--- config.mk ---
export PLATFORM = sky130hd
export DESIGN_NAME = id_ex_stage
export DESIGN_NICKNAME = d
export VERILOG_FILES = /design/src/rtl/id_ex_stage.sv
export SDC_FILE = /design/constraint.sdc
export NUM_CORES = 1
export LEC_CHECK = 0
export CORE_AREA = 8 8 148 150
export CTS_CLUSTER_DIAMETER = 60
export DETAILED_ROUTE_END_ITERATION = 6
export DIE_AREA = 0 0 156 158
export GPL_TIMING_DRIVEN = 0
export PLACE_DENSITY = 0.81
export SLEW_MARGIN = 30
export SYNTH_ARGS = -nofsm -noshare
export SYNTH_HDL_FRONTEND = slang
export SYNTH_SLANG_ARGS = --single-unit
--- constraint.sdc ---
create_clock -name clk -period 6.3 [get_ports clk]
set_input_delay 1.26 -clock clk [delete_from_list [all_inputs] [get_ports clk]]
set_output_delay 1.26 -clock clk [all_outputs]
set_load 0.1 [all_outputs]
--- src/rtl/id_ex_stage.sv ---
// ID/EX pipeline register for the 5-stage RV32I core: load-use hazard
// detection with a one-cycle bubble, taken-branch squash, and saturating event counters.
module id_ex_stage #(
    parameter int unsigned XLEN  = 32,
    parameter int unsigned CNT_W = 32
) (
    input  logic             clk,
    input  logic             reset,
    input  logic             id_valid,
    input  logic [6:0]       id_opcode,
    input  logic             id_alu_src,
    input  logic             id_mem_to_reg,
    input  logic             id_reg_write,
    input  logic             id_mem_read,
    input  logic             id_mem_write,
    input  logic             id_branch,
    input  logic [1:0]       id_alu_op,
    input  logic [XLEN-1:0]  id_pc,
    input  logic [XLEN-1:0]  id_rd1,
    input  logic [XLEN-1:0]  id_rd2,
    input  logic [XLEN-1:0]  id_imm,
    input  logic [4:0]       id_rs1,
    input  logic [4:0]       id_rs2,
    input  logic [4:0]       id_rd,
    input  logic [2:0]       id_funct3,
    input  logic [6:0]       id_funct7,
    input  logic             ex_flush,
    output logic             ex_valid,
    output logic             ex_alu_src,
    output logic             ex_mem_to_reg,
    output logic             ex_reg_write,
    output logic             ex_mem_read,
    output logic             ex_mem_write,
    output logic             ex_branch,
    output logic [1:0]       ex_alu_op,
    output logic [XLEN-1:0]  ex_pc,
    output logic [XLEN-1:0]  ex_rd1,
    output logic [XLEN-1:0]  ex_rd2,
    output logic [XLEN-1:0]  ex_imm,
    output logic [4:0]       ex_rs1,
    output logic [4:0]       ex_rs2,
    output logic [4:0]       ex_rd,
    output logic [2:0]       ex_funct3,
    output logic [6:0]       ex_funct7,
    output logic             stall,
    output logic [CNT_W-1:0] stall_count,
    output logic [CNT_W-1:0] flush_count
);

    typedef struct packed {
        logic            valid;
        logic            alu_src;
        logic            mem_to_reg;
        logic            reg_write;
        logic            mem_read;
        logic            mem_write;
        logic            branch;
        logic [1:0]      alu_op;
        logic [XLEN-1:0] pc;
        logic [XLEN-1:0] rd1;
        logic [XLEN-1:0] rd2;
        logic [XLEN-1:0] imm;
        logic [4:0]      rs1;
        logic [4:0]      rs2;
        logic [4:0]      rd;
        logic [2:0]      funct3;
        logic [6:0]      funct7;
    } ex_t;

    localparam logic [6:0] OP_R      = 7'b0110011;
    localparam logic [6:0] OP_STORE  = 7'b0100011;
    localparam logic [6:0] OP_BRANCH = 7'b1100011;
    localparam logic [6:0] OP_LUI    = 7'b0110111;
    localparam logic [6:0] OP_AUIPC  = 7'b0010111;
    localparam logic [6:0] OP_JAL    = 7'b1101111;

    ex_t             ex_q, ex_d, id_pkt;
    logic [CNT_W-1:0] stall_cnt_q, stall_cnt_d;
    logic [CNT_W-1:0] flush_cnt_q, flush_cnt_d;
    logic            rs1_used, rs2_used, hazard;

    always_comb begin
        rs2_used = (id_opcode == OP_R) || (id_opcode == OP_STORE) || (id_opcode == OP_BRANCH);
        rs1_used = !((id_opcode == OP_LUI) || (id_opcode == OP_AUIPC) || (id_opcode == OP_JAL));
        hazard   = ex_q.valid && ex_q.mem_read && (ex_q.rd != 5'd0) && id_valid &&
                   ((rs1_used && (id_rs1 == ex_q.rd)) || (rs2_used && (id_rs2 == ex_q.rd)));
        stall    = hazard && !ex_flush;
    end

    always_comb begin
        id_pkt = '{valid: 1'b1, alu_src: id_alu_src, mem_to_reg: id_mem_to_reg,
                   reg_write: id_reg_write, mem_read: id_mem_read, mem_write: id_mem_write,
                   branch: id_branch, alu_op: id_alu_op, pc: id_pc, rd1: id_rd1, rd2: id_rd2,
                   imm: id_imm, rs1: id_rs1, rs2: id_rs2, rd: id_rd, funct3: id_funct3,
                   funct7: id_funct7};
        // Flush, hazard and an empty ID slot all collapse to the same all-zero bubble
        ex_d = '0;
        if (!ex_flush && !hazard && id_valid) begin
            ex_d = id_pkt;
        end
    end

    always_comb begin
        stall_cnt_d = stall_cnt_q;
        flush_cnt_d = flush_cnt_q;
        if (stall && (stall_cnt_q != '1)) begin
            stall_cnt_d = stall_cnt_q + CNT_W'(1);
        end
        if (ex_flush && id_valid && (flush_cnt_q != '1)) begin
            flush_cnt_d = flush_cnt_q + CNT_W'(1);
        end
    end

    always_ff @(posedge clk) begin
        if (reset) begin
            ex_q        <= '0;
            stall_cnt_q <= '0;
            flush_cnt_q <= '0;
        end else begin
            ex_q        <= ex_d;
            stall_cnt_q <= stall_cnt_d;
            flush_cnt_q <= flush_cnt_d;
        end
    end

    assign ex_valid      = ex_q.valid;
    assign ex_alu_src    = ex_q.alu_src;
    assign ex_mem_to_reg = ex_q.mem_to_reg;
    assign ex_reg_write  = ex_q.reg_write;
    assign ex_mem_read   = ex_q.mem_read;
    assign ex_mem_write  = ex_q.mem_write;
    assign ex_branch     = ex_q.branch;
    assign ex_alu_op     = ex_q.alu_op;
    assign ex_pc         = ex_q.pc;
    assign ex_rd1        = ex_q.rd1;
    assign ex_rd2        = ex_q.rd2;
    assign ex_imm        = ex_q.imm;
    assign ex_rs1        = ex_q.rs1;
    assign ex_rs2        = ex_q.rs2;
    assign ex_rd         = ex_q.rd;
    assign ex_funct3     = ex_q.funct3;
    assign ex_funct7     = ex_q.funct7;
    assign stall_count   = stall_cnt_q;
    assign flush_count   = flush_cnt_q;

endmodule

==> results of run 1 <==
-- cell families (layout without fill, tap and decap cells) --
kind of cell / Yosys count / in the layout / synth area share
mux: 8 / 8 / 0.0114
simple gates: 367 / 367 / 0.282
fa+ha+maj: 2 / 2 / 0.00322
other cells: 0 / 3 / 0
flops: 226 / 226 / 0.582
compound gates: 69 / 69 / 0.0550
buf+inv: 41 / 480 / 0.0254
xor+xnor: 37 / 37 / 0.0417
-- layout make-up --
cell class                 instances  area, µm²
buffer                            34        171
inverter                           7       26.3
multi-input combinational        483       3060
sequential                       226       4520
tap                              270        338
clock buffer                      34        679
antenna                            3       7.51
timing repair buffer             397       3780
clock inverter                     8       80.1
fill                            1572       7050
-- Yosys cell counts, types with 2 or more instances --
library cell	n	area share
and2_0	3	0.0024
nand4_1	17	0.014
a21oi_1	27	0.017
nor2_1	45	0.022
nand2_1	16	0.0077
ha_1	2	0.0032
a211oi_1	2	0.0019
dfxtp_1	226	0.58
o31ai_1	11	0.011
nor2b_1	8	0.0064
mux2_2	5	0.0072
nand3_1	34	0.022
and2_1	164	0.13
or4_1	11	0.011
nor3_1	11	0.0071
a41oi_1	2	0.0023
xnor2_1	13	0.015
buf_4	5	0.0048
clkbuf_1	24	0.012
nor4_1	6	0.0048
or3_1	16	0.013
inv_1	7	0.0034
o21ai_0	17	0.011
nor3b_1	2	0.0019
and3_1	8	0.0064
xor2_1	24	0.027
nor4b_1	3	0.0034
mux2_1	2	0.0029
and4_1	8	0.0090
-- worst max path at each step --
stage            startpoint  endpoint  slack [ns]  cells after the start
2_1_floorplan     id_rs2[2]     stall        2.36                      4
3_3_place_gp   id_opcode[1]     stall        0.89                      7
3_5_place_dp   id_opcode[1]     stall        0.88                      7
4_1_cts        id_opcode[0]     stall        0.84                      7
5_1_grt        id_opcode[0]     stall        0.71                      7
6_report       id_opcode[0]     stall        0.87                      7
-- metal layers --
metal / global-route usage / up-vias / wire length [µm]
met5: 0 / - / 0
met4: 0.0624 / 0 / 537
met3: 0.0975 / 33 / 3040
met2: 0.416 / 284 / 15300
met1: 0.230 / 3297 / 10400
li1: - / 3397 / -
-- tightest hold or removal path: cells and delay by family, from the launching register on --
family	cells	cell delay [ns]
compound gates	2	0.13
flops	1	0.33
-- where the power goes --
part / switching [W] / leakage (nW) / internal [W]
combinational: 0.000273 / 2.61 / 0.000152
sequential: 0.00000973 / 1.83 / 0.00146
clock: 0.000563 / 0.367 / 0.000795
total: 0.000846 / 4.81 / 0.00240
-- per-stage QoR --
stage	hold WS [ns]	instance area, µm²	instances
after floorplan	0.945	7780	750
after global placement	0.482	12100	1417
after global routing	0.540	12700	1462
after detailed placement	0.495	12000	1417
final	0.503	12700	1462
after CTS	0.504	12700	1459
==> flow_summary.toml, run 1 <==
[outcome]
status = "finished, final reports clean"

[die]
dieArea_mm2 = 0.0246
dieWidth_um = 156
start_util = 0.395
die_h_um = 158
pin_count = 399
core_mm2 = 0.0197
placementRows = 52

[min_path]
hold_class = "reg -> reg"
holdPathEnd = "stall_count[27]"
hold_start = "stall_count[27]"
hold_depth = 2

[place]
place_ws_ns = 0.881
portBuffers = 397
gp_congestion = 0.867
hpwl_um = 23300

[setup_path]
cp_common_cell = "clkdlybuf4s50_1"
r2r-start = "stall_count[0]"
path_class = "in -> out"
crit_chain = "clkdlybuf4s50_1, and2_0, o2111ai_1, and3_1, o21ai_1, inv_1, clkdlybuf4s50_1"
arrival_ns = 4.17
r2r_slack_ns = 3.42
max_stage_delay_ns = 1.02
cp_max_fo = 9
crit_required_ns = 5.04
crit_buf_inv = 3
cp_slowest_cell = "clkdlybuf4s50_1"
crit_family = "buffers and inverters"
cp-end-kind = "primary output"
r2r_end = "stall_count[1]"
startpoint_type = "input pin"
rr_worst_depth = 9

[cts]
clk_pin_slew_worst_paths_ns = 0.06
cts_buffers = 25
cts_root_buf = "clkbuf_16"
cts_tree = "done"
clock_sinks = 226
postCtsSetupRepairBufs = 0
hold_buffers = 0
clock_latency_ns = 0.51
htreeDepth = 1
cts.repair.resized = 0
clockBufferDepth = 3

[routing]
wl_um = 29300
route.detailed.drc = 0
route.vias.total = 7011
drtIter0Drc = 298
ant_nets = 0
drtPass1Iterations = 5
post_drt_wl_per_cell_um = 20.0
via_per_inst = 4.80

[yosys]
synth_seq_cells = 226
syn_area_mm2 = 0.00778
synthArstFlopShare = 0
synth_flop_cell = "dfxtp_1"
ys_seq_area_frac = 0.582
synth-edff-count = 0
yosys_warnings = 0
syn-num-nets = 924
synth_cell_types = 60
synth_cells = 750
syn_avg_cell_area_um2 = 10.4

[global_route]
grtUsageTotal = 0.226
antenna_found_initial = 3
grt-ovfl-total = 0
first_global_vias = 7239
grt_max_degree = 14
grt_pass1_wl_um = 42400

[sta]
worst_pin_slew_ns = 1.06
relSlewSlack = 0.293
finalMaxSlewViolations = 0
layout_setup_ws_ns = 0.872
fmax_mhz = 184
fin_crit_ns = 5.43
hold_viol_final = 0
setup_viol = 0
grt_setup_unrepaired = "no"
tns_ns = 0
skew_ns = 0.0115
min_period_over_period = 0.862

[run]
drv_cap = 0

[power]
p_per_area_mw_per_mm2 = 257
vdd_ir_drop_max_uv = 233
p_leak_nw = 4.81
power.total_w = 0.00325

[cells_and_area]
drive_gt1_frac = 0.0833
mostFrequentLayoutCell = "clkdlybuf4s50_1"
layout.nets = 1348
layout_common_cells = "clkdlybuf4s50_1 (359), dfxtp_1 (226), and2_1 (164)"
area_delta_synth_final_pct = 62.9
postLayoutCoreUtil = 0.642
No activity file was read; power rests on OpenSTA's default activity.
==> inputs of run 2 (changes only) <==
- CELL_PAD_IN_SITES_DETAIL_PLACEMENT: default -> 0
- CELL_PAD_IN_SITES_GLOBAL_PLACEMENT: default -> 1
- CORE_AREA: 8 8 148 150 -> default
- CORE_MARGIN: default -> 8
- CORE_UTILIZATION: default -> 29
- DIE_AREA: 0 0 156 158 -> default
- HOLD_SLACK_MARGIN: default -> 0.05
- PLACE_DENSITY: 0.81 -> default
- PLACE_DENSITY_LB_ADDON: default -> 0.1
- clock period: 6.3 -> 5.3 ns (I/O delays scaled with it)
==> run 2 against run 1 <==
  * Routed wire length rose by 3.4%
  * Non-clock buffer count stayed put
  * Largest power group is now the clock network
  * Power rose by 33%
  * Critical path type unchanged
==> flow_summary.toml, run 2 (synthesis gave the netlist of run 1 again) <==
[min_path]
holdPathEnd = "stall_count[27]"
hold_start = "stall_count[27]"
hold_depth = 2
hold_class = "reg -> reg"

[cts]
cts_root_buf = "clkbuf_16"
hold_buffers = 0
cts.repair.resized = 0
clk_pin_slew_worst_paths_ns = 0.06
postCtsSetupRepairBufs = 0
clockBufferDepth = 3
clock_latency_ns = 0.53
htreeDepth = 1
cts_buffers = 28
clock_sinks = 226
cts_tree = "done"

[sta]
hold_viol_final = 0
relSlewSlack = 0.297
finalMaxSlewViolations = 0
min_period_over_period = 0.934
fmax_mhz = 202
worst_pin_slew_ns = 1.05
grt_setup_unrepaired = "no"
layout_setup_ws_ns = 0.348
skew_ns = 0.0109
fin_crit_ns = 4.95
setup_viol = 0
tns_ns = 0

[die]
dieWidth_um = 180
die_h_um = 180
pin_count = 399
start_util = 0.292
dieArea_mm2 = 0.0323
placementRows = 60
core_mm2 = 0.0267

[cells_and_area]
postLayoutCoreUtil = 0.485
final_cells = 1543
area_delta_synth_final_pct = 66.3
fin_area_mm2 = 0.0129
mostFrequentLayoutCell = "clkdlybuf4s50_1"
multi_input_area_mm2 = 0.00306
drive_gt1_frac = 0.108
fillers = 2515
seq_area_mm2 = 0.00452
layout_common_cells = "clkdlybuf4s50_1 (341), dfxtp_1 (226), and2_1 (164)"
layout.nets = 1351

[global_route]
grt_pass1_wl_um = 45200
antenna_found_initial = 3
grt_max_degree = 14
grtUsageTotal = 0.181
first_global_vias = 6989
grt-ovfl-total = 0

[setup_path]
startpoint_type = "input pin"
crit_required_ns = 4.24
max_stage_delay_ns = 1.02
cp-end-kind = "primary output"
cp_slowest_cell = "clkdlybuf4s50_1"
r2r-start = "stall_count[0]"
cp_max_fo = 9
r2r_end = "stall_count[1]"
crit_chain = "clkdlybuf4s50_1, and2_0, o2111ai_1, and3_1, o21ai_1, inv_1, clkdlybuf4s50_1"
r2r_slack_ns = 2.38
arrival_ns = 3.89
cp_common_cell = "clkdlybuf4s50_1"
path_class = "in -> out"
rr_worst_depth = 9

[power]
p_per_area_mw_per_mm2 = 334
p_leak_nw = 4.98
p_seq_frac = 0.404
clockPowerShare = 0.481
switching_share = 0.251
intPower_w = 0.00324
p_sw_w = 0.00108
combinationalPowerShare = 0.116
vdd_ir_drop_max_uv = 220

[place]
placed_area_mm2 = 0.0120
place_ws_ns = 0.308
hpwl_um = 24300
placed_cells = 1488
portBuffers = 397
gp_congestion = 0.767

[routing]
ant_nets = 0
route.detailed.drc = 0
route.vias.total = 6755
drtIter0Drc = 170
drtPass1Iterations = 4
post_drt_wl_per_cell_um = 19.6
wl_um = 30300
via_per_inst = 4.38

[outcome]
status = "finished, final reports clean"

[run]
drv_cap = 0
-- run 2: cell types whose count changed in the layout (fill, tap and decap cells not counted) --
| cell | previous run | this run |
|---|---|---|
| buf_2 | 36 | 55 |
| clkdlybuf4s50_1 | 359 | 341 |
| bufinv_16 | 1 | 5 |
| clkbuf_16 | 25 | 29 |
| clkbuf_8 | 2 | 6 |
| clkbuf_1 | 31 | 28 |
| inv_6 | 0 | 2 |
| clkbuf_2 | 4 | 3 |
| clkinv_2 | 3 | 4 |
| clkinvlp_4 | 2 | 1 |
| inv_8 | 1 | 0 |
-- run 2: critical path: cells and delay by family --
family	cells	cell delay (ns)
and+or+nand+nor	2	0.41
buffers and inverters	3	1.70
AOI/OAI and AO/OA	2	0.70
-- run 2: area by class of cell --
type	instances	share of cell area
clock inverter	13	0.0158
tap	341	0.0330
timing repair buffer	397	0.286
inverter	7	0.00203
sequential	226	0.350
antenna	3	0.000580
multi-input combinational	483	0.236
buffer	34	0.0133
clock buffer	39	0.0637
-- run 2: worst max path at each step --
stage | endpoint | cells past startpoint | slack [ns] | startpoint
5_1_grt | stall | 7 | 0.13 | id_opcode[0]
3_5_place_dp | stall | 7 | 0.31 | id_opcode[0]
3_3_place_gp | stall | 7 | 0.30 | id_opcode[0]
6_report | stall | 7 | 0.35 | id_opcode[0]
2_1_floorplan | stall | 4 | 1.76 | id_rs2[2]
4_1_cts | stall | 7 | 0.29 | id_opcode[0]
-- run 2: metrics by stage --
step,power [W],hold WS [ns]
2_1_floorplan,0.00208,0.945
6_report,0.00432,0.502
3_5_place_dp,0.00229,0.493
4_1_cts,0.00439,0.506
5_1_grt,0.00446,0.528
3_3_place_gp,0.00230,0.485
-- run 2: layer usage --
metal	vias up	track usage	routed length, µm
li1	3394	-	-
met1	3103	0.188	11100
met2	232	0.330	15800
met3	26	0.0813	3120
met4	0	0.0410	343
met5	-	0	0
-- run 2: power by group through the flow --
stage | Sequential [W] | Clock (W) | Combinational (W)
2_1_floorplan | 0.00203 | 0 | 0.0000486
5_1_grt | 0.00175 | 0.00219 | 0.000522
3_5_place_dp | 0.00178 | 0 | 0.000507
4_1_cts | 0.00174 | 0.00214 | 0.000509
3_3_place_gp | 0.00178 | 0 | 0.000516
6_report | 0.00174 | 0.00208 | 0.000500
